## src/rtl/cipher_stream_sequencer.sv

```systemverilog
// Byte-serial Vigenere A-Z cipher sequencer: key table, rotating key index, one message per start.
// Optional macro LOWERCASE_EN also transforms 'a'..'z' with case preserved.
module cipher_stream_sequencer #(
    parameter int unsigned SEC_LEN_MAX = 16,
    parameter int unsigned MSG_LEN_W   = 16,
    localparam int unsigned AW         = $clog2(SEC_LEN_MAX),
    localparam int unsigned KLW        = AW + 1
) (
    input  logic                 clk,
    input  logic                 rst_n,
    input  logic                 key_we,
    input  logic [AW-1:0]        key_addr,
    input  logic [7:0]           key_data,
    input  logic [KLW-1:0]       key_len,
    input  logic [MSG_LEN_W-1:0] msg_len,
    input  logic                 decrypt,
    input  logic                 start,
    input  logic                 in_valid,
    output logic                 in_ready,
    input  logic [7:0]           in_data,
    output logic                 out_valid,
    input  logic                 out_ready,
    output logic [7:0]           out_data,
    output logic                 busy,
    output logic                 done,
    output logic                 err
);

    localparam logic [KLW-1:0] KeyMax = KLW'(SEC_LEN_MAX);

    typedef enum logic [1:0] {
        StIdle,
        StRun,
        StDrain
    } state_e;

    state_e               r_state;
    state_e               w_state_next;
    logic [7:0]           r_key [SEC_LEN_MAX];
    logic [AW-1:0]        r_key_idx;
    logic [KLW-1:0]       r_key_len;
    logic [MSG_LEN_W-1:0] r_count;
    logic [MSG_LEN_W-1:0] r_msg_len;
    logic                 r_decrypt;
    logic                 r_out_valid;
    logic [7:0]           r_out_data;
    logic                 r_done;
    logic                 r_err;

    logic                 w_launch;
    logic                 w_done_next;
    logic                 w_err_next;
    logic                 w_in_hs;
    logic                 w_out_hs;
    logic                 w_last_in;
    logic                 w_key_wrap;

    logic [7:0]           w_key_byte;
    logic                 w_key_ok;
    logic                 w_is_letter;
    logic [7:0]           w_base;
    logic [4:0]           w_p;
    logic [4:0]           w_k;
    logic [5:0]           w_sum;
    logic [5:0]           w_mod;
    logic [7:0]           w_out_byte;

    assign in_ready  = (r_state == StRun) && (!r_out_valid || out_ready);
    assign out_valid = r_out_valid;
    assign out_data  = r_out_data;
    assign busy      = (r_state != StIdle);
    assign done      = r_done;
    assign err       = r_err;

    assign w_in_hs    = in_valid && in_ready;
    assign w_out_hs   = r_out_valid && out_ready;
    assign w_last_in  = (r_count == r_msg_len - MSG_LEN_W'(1));
    assign w_key_wrap = ({1'b0, r_key_idx} == r_key_len - KLW'(1));

    // Letter classification and base selection for the byte being accepted.
    always_comb begin
        w_base      = 8'd65;
        w_is_letter = (in_data >= 8'd65) && (in_data <= 8'd90);
`ifdef LOWERCASE_EN
        if ((in_data >= 8'd97) && (in_data <= 8'd122)) begin
            w_base      = 8'd97;
            w_is_letter = 1'b1;
        end
`endif
    end

    // Low 5 bits of a byte difference depend only on the low 5 bits of the operands.
    // A non-letter key byte (e.g. a cleared table entry) acts as a zero shift.
    assign w_key_byte = r_key[r_key_idx];
    assign w_key_ok   = (w_key_byte >= 8'd65) && (w_key_byte <= 8'd90);
    assign w_p        = in_data[4:0] - w_base[4:0];
    assign w_k        = w_key_ok ? (w_key_byte[4:0] - 5'd1) : 5'd0;
    assign w_sum      = r_decrypt ? ({1'b0, w_p} + (6'd26 - {1'b0, w_k}))
                                  : ({1'b0, w_p} + {1'b0, w_k});
    assign w_mod      = (w_sum >= 6'd26) ? (w_sum - 6'd26) : w_sum;
    assign w_out_byte = w_is_letter ? (w_base + {2'b00, w_mod}) : in_data;

    always_comb begin
        w_state_next = r_state;
        w_launch     = 1'b0;
        w_done_next  = 1'b0;
        w_err_next   = 1'b0;
        unique case (r_state)
            StIdle: begin
                if (start) begin
                    if ((key_len == '0) || (key_len > KeyMax)) begin
                        w_err_next = 1'b1;
                    end else if (msg_len == '0) begin
                        w_done_next = 1'b1;
                    end else begin
                        w_launch     = 1'b1;
                        w_state_next = StRun;
                    end
                end
            end
            StRun: begin
                if (w_in_hs && w_last_in) begin
                    w_state_next = StDrain;
                end
            end
            StDrain: begin
                if (w_out_hs) begin
                    w_state_next = StIdle;
                    w_done_next  = 1'b1;
                end
            end
            default: w_state_next = StIdle;
        endcase
    end

    always_ff @(posedge clk or negedge rst_n) begin
        if (!rst_n) begin
            r_state     <= StIdle;
            r_key_idx   <= '0;
            r_key_len   <= '0;
            r_count     <= '0;
            r_msg_len   <= '0;
            r_decrypt   <= 1'b0;
            r_out_valid <= 1'b0;
            r_out_data  <= 8'h00;
            r_done      <= 1'b0;
            r_err       <= 1'b0;
            for (int i = 0; i < SEC_LEN_MAX; i++) begin
                r_key[i] <= 8'h00;
            end
        end else begin
            r_state <= w_state_next;
            r_done  <= w_done_next;
            r_err   <= w_err_next;

            if (key_we && (r_state == StIdle) && (32'(key_addr) < SEC_LEN_MAX)) begin
                r_key[key_addr] <= key_data;
            end

            if (w_launch) begin
                r_msg_len <= msg_len;
                r_key_len <= key_len;
                r_decrypt <= decrypt;
                r_key_idx <= '0;
                r_count   <= '0;
            end

            if (w_in_hs) begin
                r_count <= r_count + MSG_LEN_W'(1);
                if (w_is_letter) begin
                    r_key_idx <= w_key_wrap ? '0 : (r_key_idx + AW'(1));
                end
            end

            // Single-entry output stage: load wins, otherwise drain on handshake.
            if (w_in_hs) begin
                r_out_data  <= w_out_byte;
                r_out_valid <= 1'b1;
            end else if (w_out_hs) begin
                r_out_valid <= 1'b0;
            end
        end
    end

endmodule

```

## config.mk

```make
export PLATFORM = sky130hd
export DESIGN_NAME = cipher_stream_sequencer
export DESIGN_NICKNAME = d
export VERILOG_FILES = /design/src/rtl/cipher_stream_sequencer.sv
export SDC_FILE = /design/constraint.sdc
export NUM_CORES = 1
export LEC_CHECK = 0
export ABC_CLOCK_PERIOD_IN_PS = 7800
export BUFFER_PORTS_ARGS = -buffer_cell sky130_fd_sc_hd__buf_2
export CAP_MARGIN = 20
export CORE_MARGIN = 2
export CORE_UTILIZATION = 49
export DETAILED_ROUTE_END_ITERATION = 7
export PLACE_DENSITY = 0.67
export REMOVE_ABC_BUFFERS = 1
export SLEW_MARGIN = 0
export SYNTH_ARGS = -nofsm -noshare
export SYNTH_HDL_FRONTEND = slang
export SYNTH_SLANG_ARGS = --single-unit
```

## constraint.sdc

```tcl
create_clock -name clk -period 7.8 [get_ports clk]
set_input_delay 0.78 -clock clk [delete_from_list [all_inputs] [get_ports clk]]
set_output_delay 0.78 -clock clk [all_outputs]
set_load 0.03 [all_outputs]
```

==> results.md <==
- Die area: 21340 sq um
- Post-synth EDFFs: 0
- Fillers: 1682
- Pins Over Slew Limit: 0
- First-pass GRT wire length: 36500 um
- DR pass1 iterations: 5
- Gr usage total: 0.2135
- Status: completed
- Post-cts hold buffer count: 0
- Cells after synthesis: 874
- Synth Warn #: 0
- Antenna viol nets, final: 0
- Endpoints failing hold: 0
- 1st-iter DRT viols: 373
- CP most frequent cell: ha_1
- Worst Hold Class: in2async
- Area Overhead vs Synth: 12.13%
- Final setup TNS: 0 ps
- Vias in the first global route: 6903
- Chip height: 146.1 um
- Routed vias/inst: 5.687
- Worst-Skew Late Latency: 440 ps
- Worst Path Arrival: 7070 ps
- Die Width: 146.1 um
- Tmin final: 6706 ps
- Startpoint Class: flip-flop
- Synth Area per Inst: 11.32 sq um
- Initial antenna violation count: 0
- Wire per inst: 18.09 um
- Row Count: 51
- Power per Cell Area: 236.8 nW/um^2
- Post-synthesis cell type count: 73
- Largest net degree at the start of global routing: 106
- Worst Max-Slew Pin Slew: 979.5 ps
- Detailed-placement wirelength estimate: 15040 um
- Port-buffer cells: 60
- Layout cells sized above 1: 0.3024
- Routability cong.: 0.8263
- Critical Path RT: 8170 ps
- Drt drc: 0
- Diodes inserted: 0
- Reg clk slew, reported paths: 70 ps
- # nets final: 998
- Post-CTS Setup Bufs: 0
- Most frequent cells in the layout: dfrtp_1 (182), mux2_2 (154), nand2_1 (61), buf_2 (59), o21ai_0 (47)
- Post-cts repair resize count: 0
- Relative slew slack: 0.3470
- WL final: 21720 um
- Clk buf depth: 2
- GRT overflow: 0
- CP Capture Type: flip-flop
- Critical Path Fanout Max: 28
- Tcrit/Tclk final: 0.8597
- Core Area: 19650 sq um
- CTS tree: yes
- DP Area: 10410 sq um
- Fmax: 149.1 MHz
- Num CTS Buffers: 17
- Worst VDD drop: 0.0001878 V
- Final Cell Area: 11090 sq um
- CP max stage cell: dfrtp_2
- IO Pins: 61
- CP peak stage delay: 860 ps
- Leading cell type in the layout, fill and taps excluded: dfrtp_1
- Synthesized cell area: 9891 sq um
- Initial Utilization: 0.5032
- Htree depth: 4
- Vias: 6830
- Leakage: 5.297 nW
- Number of max-cap violations: 0
- RSZ-0062 raised after global routing: no
- Worst Skew: 11.22 ps
- Clk sinks: 183
- Fraction of registers with async set/reset: 1.000
- Clock root cell: clkbuf_16
- Post-synthesis sequential area ratio: 0.4630
- Flops & latches, synth: 183
- Setup-failing EPs final: 0
- Ys flop type: dfrtp_1
- Crit path kind: reg2reg
-- critical path, delay by kind of cell (launching register included) --
kind                       cells  cell delay, ps
AOI/OAI and AO/OA              9            1540
adders and majority gates      6            1720
DFF                            1             860
buffers and inverters          3             580
xor gates and xnor gates       2             260
muxes                          2             350
and+or+nand+nor                4            1310
-- layout make-up --
cell class                      instances  area, sq um  share of cell area
Clock inverter                         15        230.2             0.02076
Sequential cell                       183         4581              0.4130
Timing Repair Buffer                   68        386.6             0.03486
Clock buffer                           17        425.4             0.03836
Multi-Input combinational cell        628         5042              0.4546
Inverter                               25        93.84            0.008461
Tap cell                              265        331.6             0.02990
-- routing by layer --
layer / vias up / track usage / share of wire
li1: 3282 / - / -
met1: 3387 / 0.2964 / 0.47
met2: 139 / 0.3448 / 0.48
met3: 22 / 0.03875 / 0.039
met4: 0 / 0.06359 / 0.014
met5: - / 0 / 0
-- metrics by stage --
step / hold WS, ps / cells / util / power (W) / setup slack, ps
floorplan: 447.4 / 836 / - / 0.001531 / 1014
global placement: 454.6 / 1168 / 0.5295 / 0.001704 / 1272
detailed placement: 461.8 / 1168 / 0.5295 / 0.001713 / 1081
CTS: 478.4 / 1200 / 0.5629 / 0.002649 / 1065
global route: 497.0 / 1201 / 0.5643 / 0.002772 / 519.5
finish: 446.9 / 1201 / 0.5643 / 0.002626 / 1094
-- power by group --
group | switching (W) | internal [W]
sequential | 0.0000456 | 0.000967
combinational | 0.000400 | 0.000283
clock | 0.000430 | 0.000500
total | 0.000876 | 0.00175
-- logic make-up after synthesis --
kind of cell	count (synthesis)	synth area share
buffers and inverters	63	0.02720
AND/OR/NAND/NOR	231	0.1230
AO/OA/AOI/OAI	139	0.08906
XOR/XNOR	41	0.03631
adder cells (fa/ha/maj)	28	0.03681
flip-flops	183	0.4630
multiplexers	189	0.2247
-- worst paths after layout --
path | startpoint | endpoint | slack (ps) | depth (start not counted)
setup / recovery | r_key_idx[0] | out_data[4] | 1090 | 26
hold / removal | rst_n | out_data[5] | 450 | 1
setup reg to reg | r_key_idx[0] | out_data[4] | 1090 | 26
hold reg to reg | out_data[6] | out_data[6] | 480 | 2
max in group asynchronous | rst_n | r_key[113] | 6130 | 3
min in group clk | out_data[6] | out_data[6] | 480 | 2
-- state kept, by name (all words and copies together) (netlist names) --
| register | count |
|---|---|
| r_count | 16 |
| out_data | 8 |
| err | 1 |
| r_msg_len | 16 |
| r_decrypt | 1 |
| r_key_idx | 4 |
| done | 1 |
| r_key_len | 5 |
| r_key | 128 |
| out_valid | 1 |
| r_state | 2 |
-- synth_stat cells, types with 16 or more instances --
library cell,n,area [sq um]
a21oi_1,35,175.2
clkbuf_1,26,97.59
dfrtp_1,183,4579
ha_1,25,312.8
inv_1,24,90.09
mux2_2,154,1734
mux2i_1,24,240.2
nand2_1,61,229.0
nand3_1,19,95.09
nor2_1,46,172.7
nor3_1,16,80.08
o21ai_0,47,235.2
xnor2_1,24,210.2
xor2_1,17,148.9
Power figures use the tool's default switching activity.
